$ cat src/rtl/bus_arbiter.sv
// Arbiter sharing one single-port memory between an instruction-fetch master and a
// load/store master. Data wins ties unless the fetch side has been starved too long.
module bus_arbiter #(
  parameter int unsigned TIMEOUT    = 16,
  parameter int unsigned STARVE_MAX = 4
) (
  input  logic        clk,
  input  logic        rst,
  input  logic        i_req,
  input  logic [31:0] i_addr,
  output logic [31:0] i_rdata,
  output logic        i_ack,
  input  logic        d_req,
  input  logic        d_we,
  input  logic [3:0]  d_sel,
  input  logic [31:0] d_addr,
  input  logic [31:0] d_wdata,
  output logic [31:0] d_rdata,
  output logic        d_ack,
  output logic        mem_ce,
  output logic        mem_we,
  output logic [3:0]  mem_sel,
  output logic [31:0] mem_addr,
  output logic [31:0] mem_wdata,
  input  logic [31:0] mem_rdata,
  input  logic        mem_ready,
  output logic        bus_err,
  output logic        stall_req,
  output logic [1:0]  dbg_state
);

  localparam int unsigned WW = $clog2(TIMEOUT + 1);
  localparam int unsigned SW = $clog2(STARVE_MAX + 1);

  // Handshake: a master holds req and its payload stable until the single-cycle
  // ack; the arbiter samples requests only in IDLE, so payload changes during an
  // access are invisible to it.
  typedef enum logic [1:0] {IDLE = 2'd0, I_ACC = 2'd1, D_ACC = 2'd2, DONE = 2'd3} state_t;

  state_t        state_q, state_d;
  logic [SW-1:0] starve_q, starve_d;
  logic [WW-1:0] wait_q, wait_d;
  logic          own_d_q, own_d_d;
  logic          we_q, we_d;
  logic [3:0]    sel_q, sel_d;
  logic [31:0]   addr_q, addr_d;
  logic [31:0]   wdata_q, wdata_d;
  logic [31:0]   irdata_q, irdata_d;
  logic [31:0]   drdata_q, drdata_d;
  logic          err_q, err_d;
  logic          starved;
  logic          acc;

  assign starved = (starve_q == SW'(STARVE_MAX));

  always_comb begin
    state_d  = state_q;
    starve_d = starve_q;
    wait_d   = wait_q;
    own_d_d  = own_d_q;
    we_d     = we_q;
    sel_d    = sel_q;
    addr_d   = addr_q;
    wdata_d  = wdata_q;
    irdata_d = irdata_q;
    drdata_d = drdata_q;
    err_d    = err_q;
    case (state_q)
      IDLE: begin
        if (d_req && !(i_req && starved)) begin
          state_d = D_ACC;
          own_d_d = 1'b1;
          we_d    = d_we;
          sel_d   = d_sel;
          addr_d  = d_addr;
          wdata_d = d_wdata;
          wait_d  = '0;
          if (i_req) starve_d = starve_q + 1'b1;
        end else if (i_req) begin
          state_d  = I_ACC;
          own_d_d  = 1'b0;
          we_d     = 1'b0;
          sel_d    = 4'b1111;
          addr_d   = i_addr;
          wdata_d  = '0;
          wait_d   = '0;
          starve_d = '0;
        end
      end
      I_ACC, D_ACC: begin
        if (mem_ready) begin
          // A ready arriving on the last allowed wait cycle still completes cleanly.
          state_d = DONE;
          err_d   = 1'b0;
          if (own_d_q) drdata_d = mem_rdata;
          else         irdata_d = mem_rdata;
        end else if (wait_q == WW'(TIMEOUT - 1)) begin
          state_d = DONE;
          err_d   = 1'b1;
          wait_d  = wait_q + 1'b1;
          if (own_d_q) drdata_d = '0;
          else         irdata_d = '0;
        end else begin
          wait_d = wait_q + 1'b1;
        end
      end
      DONE:    state_d = IDLE;
      default: state_d = IDLE;
    endcase
  end

  always_ff @(posedge clk) begin
    if (!rst) begin
      state_q  <= IDLE;
      starve_q <= '0;
      wait_q   <= '0;
      own_d_q  <= 1'b0;
      we_q     <= 1'b0;
      sel_q    <= '0;
      addr_q   <= '0;
      wdata_q  <= '0;
      irdata_q <= '0;
      drdata_q <= '0;
      err_q    <= 1'b0;
    end else begin
      state_q  <= state_d;
      starve_q <= starve_d;
      wait_q   <= wait_d;
      own_d_q  <= own_d_d;
      we_q     <= we_d;
      sel_q    <= sel_d;
      addr_q   <= addr_d;
      wdata_q  <= wdata_d;
      irdata_q <= irdata_d;
      drdata_q <= drdata_d;
      err_q    <= err_d;
    end
  end

  assign acc       = (state_q == I_ACC) || (state_q == D_ACC);
  assign mem_ce    = acc;
  assign mem_we    = acc & we_q;
  assign mem_sel   = acc ? sel_q : 4'b0000;
  assign mem_addr  = acc ? addr_q : 32'h0;
  assign mem_wdata = acc ? wdata_q : 32'h0;
  assign i_ack     = (state_q == DONE) & ~own_d_q;
  assign d_ack     = (state_q == DONE) & own_d_q;
  assign bus_err   = (state_q == DONE) & err_q;
  assign i_rdata   = irdata_q;
  assign d_rdata   = drdata_q;
  assign stall_req = (i_req & ~i_ack) | (d_req & ~d_ack);
  assign dbg_state = state_q;

endmodule

$ cat config.mk
export PLATFORM = sky130hd
export DESIGN_NAME = bus_arbiter
export DESIGN_NICKNAME = d
export VERILOG_FILES = /design/src/rtl/bus_arbiter.sv
export SDC_FILE = /design/constraint.sdc
export NUM_CORES = 1
export LEC_CHECK = 0
export ABC_AREA = 0
export BUFFER_PORTS_ARGS = -buffer_cell sky130_fd_sc_hd__buf_2
export CORE_ASPECT_RATIO = 1.4
export CORE_UTILIZATION = 48
export CTS_CLUSTER_DIAMETER = 200
export DETAILED_ROUTE_END_ITERATION = 6
export PLACE_DENSITY = 0.92
export SETUP_SLACK_MARGIN = 0.02
export SYNTH_ARGS = -nofsm -noshare
export SYNTH_HDL_FRONTEND = slang
export SYNTH_SLANG_ARGS = --single-unit
$ cat constraint.sdc
create_clock -name clk -period 2.4 [get_ports clk]
set_input_delay 0.48 -clock clk [delete_from_list [all_inputs] [get_ports clk]]
set_output_delay 0.48 -clock clk [all_outputs]
set_load 0.01 [all_outputs]
After elaboration in Yosys (flattened, before gate mapping). Index checks and enable logic that the tools add are counted.

Bits in registers: 145. Word-level logic and storage cells: 81.

$add $sub $neg: 2. Equality and inequality tests: 8. Muxes and demuxes: 34. Bitwise operators: 10. Reductions and logical operators: 16.

Operators with widths (number): two-way mux 32 bit (14); two-way mux 5 bit (3); two-way mux 4 bit (3); case mux 5 bit (2 select lines) (1); two-way mux 3 bit (3); AND reduction 3 bit (3); two-way mux 2 bit (4); AND reduction 2 bit (4); bitwise AND 1 bit (6); inequality test 3 bit (second input constant) (2); case mux 2 bit (3 select lines) (1); nonzero test 2 bit (3); adder 5 x 1 -> 5 bit (second input constant) (1); == test 5 x 4 -> 1 bit (second input constant) (1); two-way mux 1 bit (5); == test 2 bit (second input constant) (2); adder 3 x 1 -> 3 bit (second input constant) (1); == test 3 bit (second input constant) (1); inverter 1 bit (3); == test 2 x 1 -> 1 bit (second input constant) (1); logical AND 1 bit (2); zero test 2 bit (1); inequality test 2 bit (second input constant) (1); OR reduction 2 bit (1); 3 further kinds (3).

Logic depth before layout (Yosys ltp).
Depth in word-level cells: 6. Depth in mapped cells: 9.

Worst setup path after synthesis. Ideal clock, no wire load.

Path type: register -> output. Start point: reg state_q[0] (netlist: dbg_state[0]). End point: out mem_addr[0]. Arrival: 1.521 ns. Required time: 1.920 ns. Setup slack: 0.399 ns. Cell stages (with the launch flop): 6. Buffers on the path: 2. Cell sequence: dfxtp_1 inv_1 ha_1 buf_2 clkbuf_1 and2_1.

Longest elaborated chain between the ends: 3. Elaborated cells between the ends (all ways): 4. Classes of those cells: eq/ne: 2; mux: 1; reduce/logical: 1.

Ends and longest elaborated chain: from (decl) (RTL line 40) `state_t state_q, state_d;`; from (signal assigned) (RTL line 126) `state_q <= state_d;`; == test 2 x 1 -> 1 bit or == test 2 bit (tied branches) (RTL line 140) `assign acc = (state_q == I_ACC) || (state_q == D_ACC);`; logical OR 1 bit (*) (RTL line 140); net mem_ce (RTL line 20) `output logic mem_ce,`; two-way mux 32 bit (*) (RTL line 144) `assign mem_addr = acc ? addr_q : 32'h0;`; to (decl) (RTL line 23) `output logic [31:0] mem_addr,`.

The timed path passes the listed nets; every way through them passes the cells marked *.

Worst setup path in the final report.
Start point: reg state_q[1] (netlist: dbg_state[1]). End point: out mem_wdata[8].

Longest elaborated chain between the ends: 3. Elaborated cells between the ends (all ways): 4. Classes of those cells: eq/ne: 2; mux: 1; reduce/logical: 1.

Ends and longest elaborated chain: == test 2 x 1 -> 1 bit or == test 2 bit (tied branches) (RTL line 140); logical OR 1 bit (*) (RTL line 140); two-way mux 32 bit (*) (RTL line 145) `assign mem_wdata = acc ? wdata_q : 32'h0;`; to (decl) (RTL line 24) `output logic [31:0] mem_wdata,`.

Every way passes the cells marked *; elsewhere a longest branch is shown, timed or not.

==> run metrics <==
GPL Wtd Cong 0.899; Layout Skew 15.1 ps; Worst R2R Start dbg_state[1]; Post-CTS Setup Bufs 0; Worst EP required 1920 ps; IO Port Bufs 277; Worst Hold Class input pin to flip-flop; Rows 49; Max FO, Critical Path 40; VDD IR max 0.592 mV; Sink Count 145; latest clock arrival within the worst-skew pair 410 ps; TritonCTS buffer count 17; RSZ-0062 raised after global routing yes; # DRC 0; top_reg_cell synth dfxtp_1; Least-Margin Pin Slew 583 ps; clock slew at reported path FFs 70 ps; most frequent cells after synthesis 145 x dfxtp_1, 136 x nand2_1, 74 x and2_1; CTS hold repair buffers 0; largest net degree at the start of global routing 84; Yosys reg bits 145; Setup CP Type flip-flop to output port; post-synthesis cell count 752; hpwl dp 11900 um; Critical Path Source Type flip-flop; Post-CTS Resized 1; Via Count 6062; syn nets 897; MaxCap Viol Count 0; Mean Syn Cell Area 8.46 um^2; Worst R2R Path Depth 8; PD cells 1060 nW/um^2; # IOs 278; EDFF count, synth 0; grt ovf 0; Worst Hold Endpoint addr_q[16]; Slowest cell on crit path ha_2; vias in the first global route 5674; Crit path largest cell delay 420 ps; initial core utilization 49.4%; final net count 1139; Sum Neg Setup Slack 0 ps; final hold vios 0; CP top delay family buffers and inverters; core area 12900 um^2; kind of end point of the critical path output port; die height 138 um; area of the mapped netlist 6360 um^2; Detailed Route Iter0 Violations 329; initial antenna violation count 0; CTS Buffer Depth 2; Synth Warn # 0; Pre-Repair DR Iteration Count 6; wire per inst 14.6 um; library cells used by synthesis 39; share of layout cells above drive strength 1 33.6%; Root Driver clkbuf_16; Area Growth Syn to Fin 31.7%; fmax 439 MHz; Vias/cell 5.23; Critical Path AT 1800 ps; crit-path cells inv_1 > ha_2 > buf_12 > and2_1 > buf_2; antenna diode count 0; slew margin rel. 61.1%; Async SR Flop Fraction 0%; Synth top area share 45.6%; largest area contributor in the netlist dfxtp_1; final setup fails 0; die area 13700 um^2; Die W 99.3 um; hold path depth 3; R2R Setup Slk 420 ps; min-delay src d_addr[16]; final critical-path required period 2280 ps; GR Util All Layers 24.5%; top cells by area, synth dfxtp_1 46%, nand2_1 8.0%, and2_1 7.3%; Routed Antenna Nets 0; count leader, synth dfxtp_1; routed wire length 16900 um; Final Cycle Share 94.9%; status complete, no violations; CTS tree built; leakage 3.84 nW; number of buffers and inverters on the critical path 3; depth of the CTS H-tree 4; Final Util 65.1%; Crit Reg-Reg Endpoint i_rdata[7]; first-pass GRT wire length 27200 um; Final Max Slew Viols 0; sequential share of the synthesized area 45.6%
## how the worst max path moves through the flow
stage / startpoint / to / slack, ps / cells past startpoint
floorplan: dbg_state[0] / mem_addr[0] / 400 / 5
global placement: dbg_state[0] / mem_addr[19] / 460 / 5
detailed placement: dbg_state[1] / mem_addr[19] / 410 / 5
CTS: dbg_state[1] / mem_addr[19] / 50 / 5
global route: dbg_state[0] / mem_wdata[8] / 6 / 5
finish: dbg_state[1] / mem_wdata[8] / 120 / 5
## metrics by stage
stage | instances | area, um^2 | hold WS (ps) | power (W) | setup slack (ps)
floorplan | 752 | 6360 | 458 | 0.00518 | 399
global route | 1160 | 8380 | 310 | 0.00943 | 6.10
global placement | 1128 | 7750 | 437 | 0.00611 | 462
detailed placement | 1128 | 7750 | 441 | 0.00619 | 410
finish | 1160 | 8380 | 319 | 0.00887 | 122
CTS | 1160 | 8370 | 303 | 0.00890 | 53.1
## layout by cell type, fill, tap and decap left out, drive strengths merged, types with 20 or more instances in the layout
| cell | n |
|---|---|
| a21boi | 68 |
| a22oi | 33 |
| a31oi | 34 |
| and2 | 74 |
| buf | 291 |
| clkbuf | 20 |
| dfxtp | 145 |
| nand2 | 136 |
| nand3 | 67 |
| nor2b | 38 |
| o21ai | 38 |
## final cells by class
cell class | count | area [um^2]
Clock buffer | 20 | 467
Clock inverter | 12 | 145
Fill cell | 1075 | 4500
Inverter | 8 | 30.0
Multi-Input combinational cell | 531 | 3100
Sequential cell | 145 | 2900
Tap cell | 153 | 191
Timing Repair Buffer | 291 | 1540
## worst reg2reg max path, delay by kind of cell (launching register included)
family | cells | cell delay, ps
buffers and inverters | 3 | 600
adders and majority gates | 1 | 420
DFF | 1 | 380
AOI/OAI and AO/OA | 2 | 300
and+or+nand+nor | 2 | 210
## logic make-up after synthesis
logic type                 synth area share (%)
AOI/OAI and AO/OA                          19.5
xor gates and xnor gates                  0.275
adders and majority gates                  1.38
buffers and inverters                      5.74
DFF                                        45.6
muxes                                     0.472
and+or+nand+nor                            27.0
## registers in the layout, indices dropped and copies added (netlist names)
name / cells
addr_q: 32
sel_q: 4
wdata_q: 32
own_d_q: 1
we_q: 1
d_rdata: 32
starve_q: 3
wait_q: 5
err_q: 1
i_rdata: 32
dbg_state: 2
## where the power goes
part	switching [W]	internal, W	leakage (nW)
Clock	0.00104	0.00164	0.294
Sequential	0.000215	0.00283	1.18
Combinational	0.00189	0.00125	2.36
## layer usage
layer / up-vias / track usage (%) / part of all wire [%]
met2: 238 / 43.6 / 53
met3: 34 / 5.66 / 5.5
met4: 0 / 11.0 / 2.5
met1: 2750 / 27.5 / 39
met5: - / 0 / 0
li1: 3040 / - / -
(Power assumes the default switching activity.)
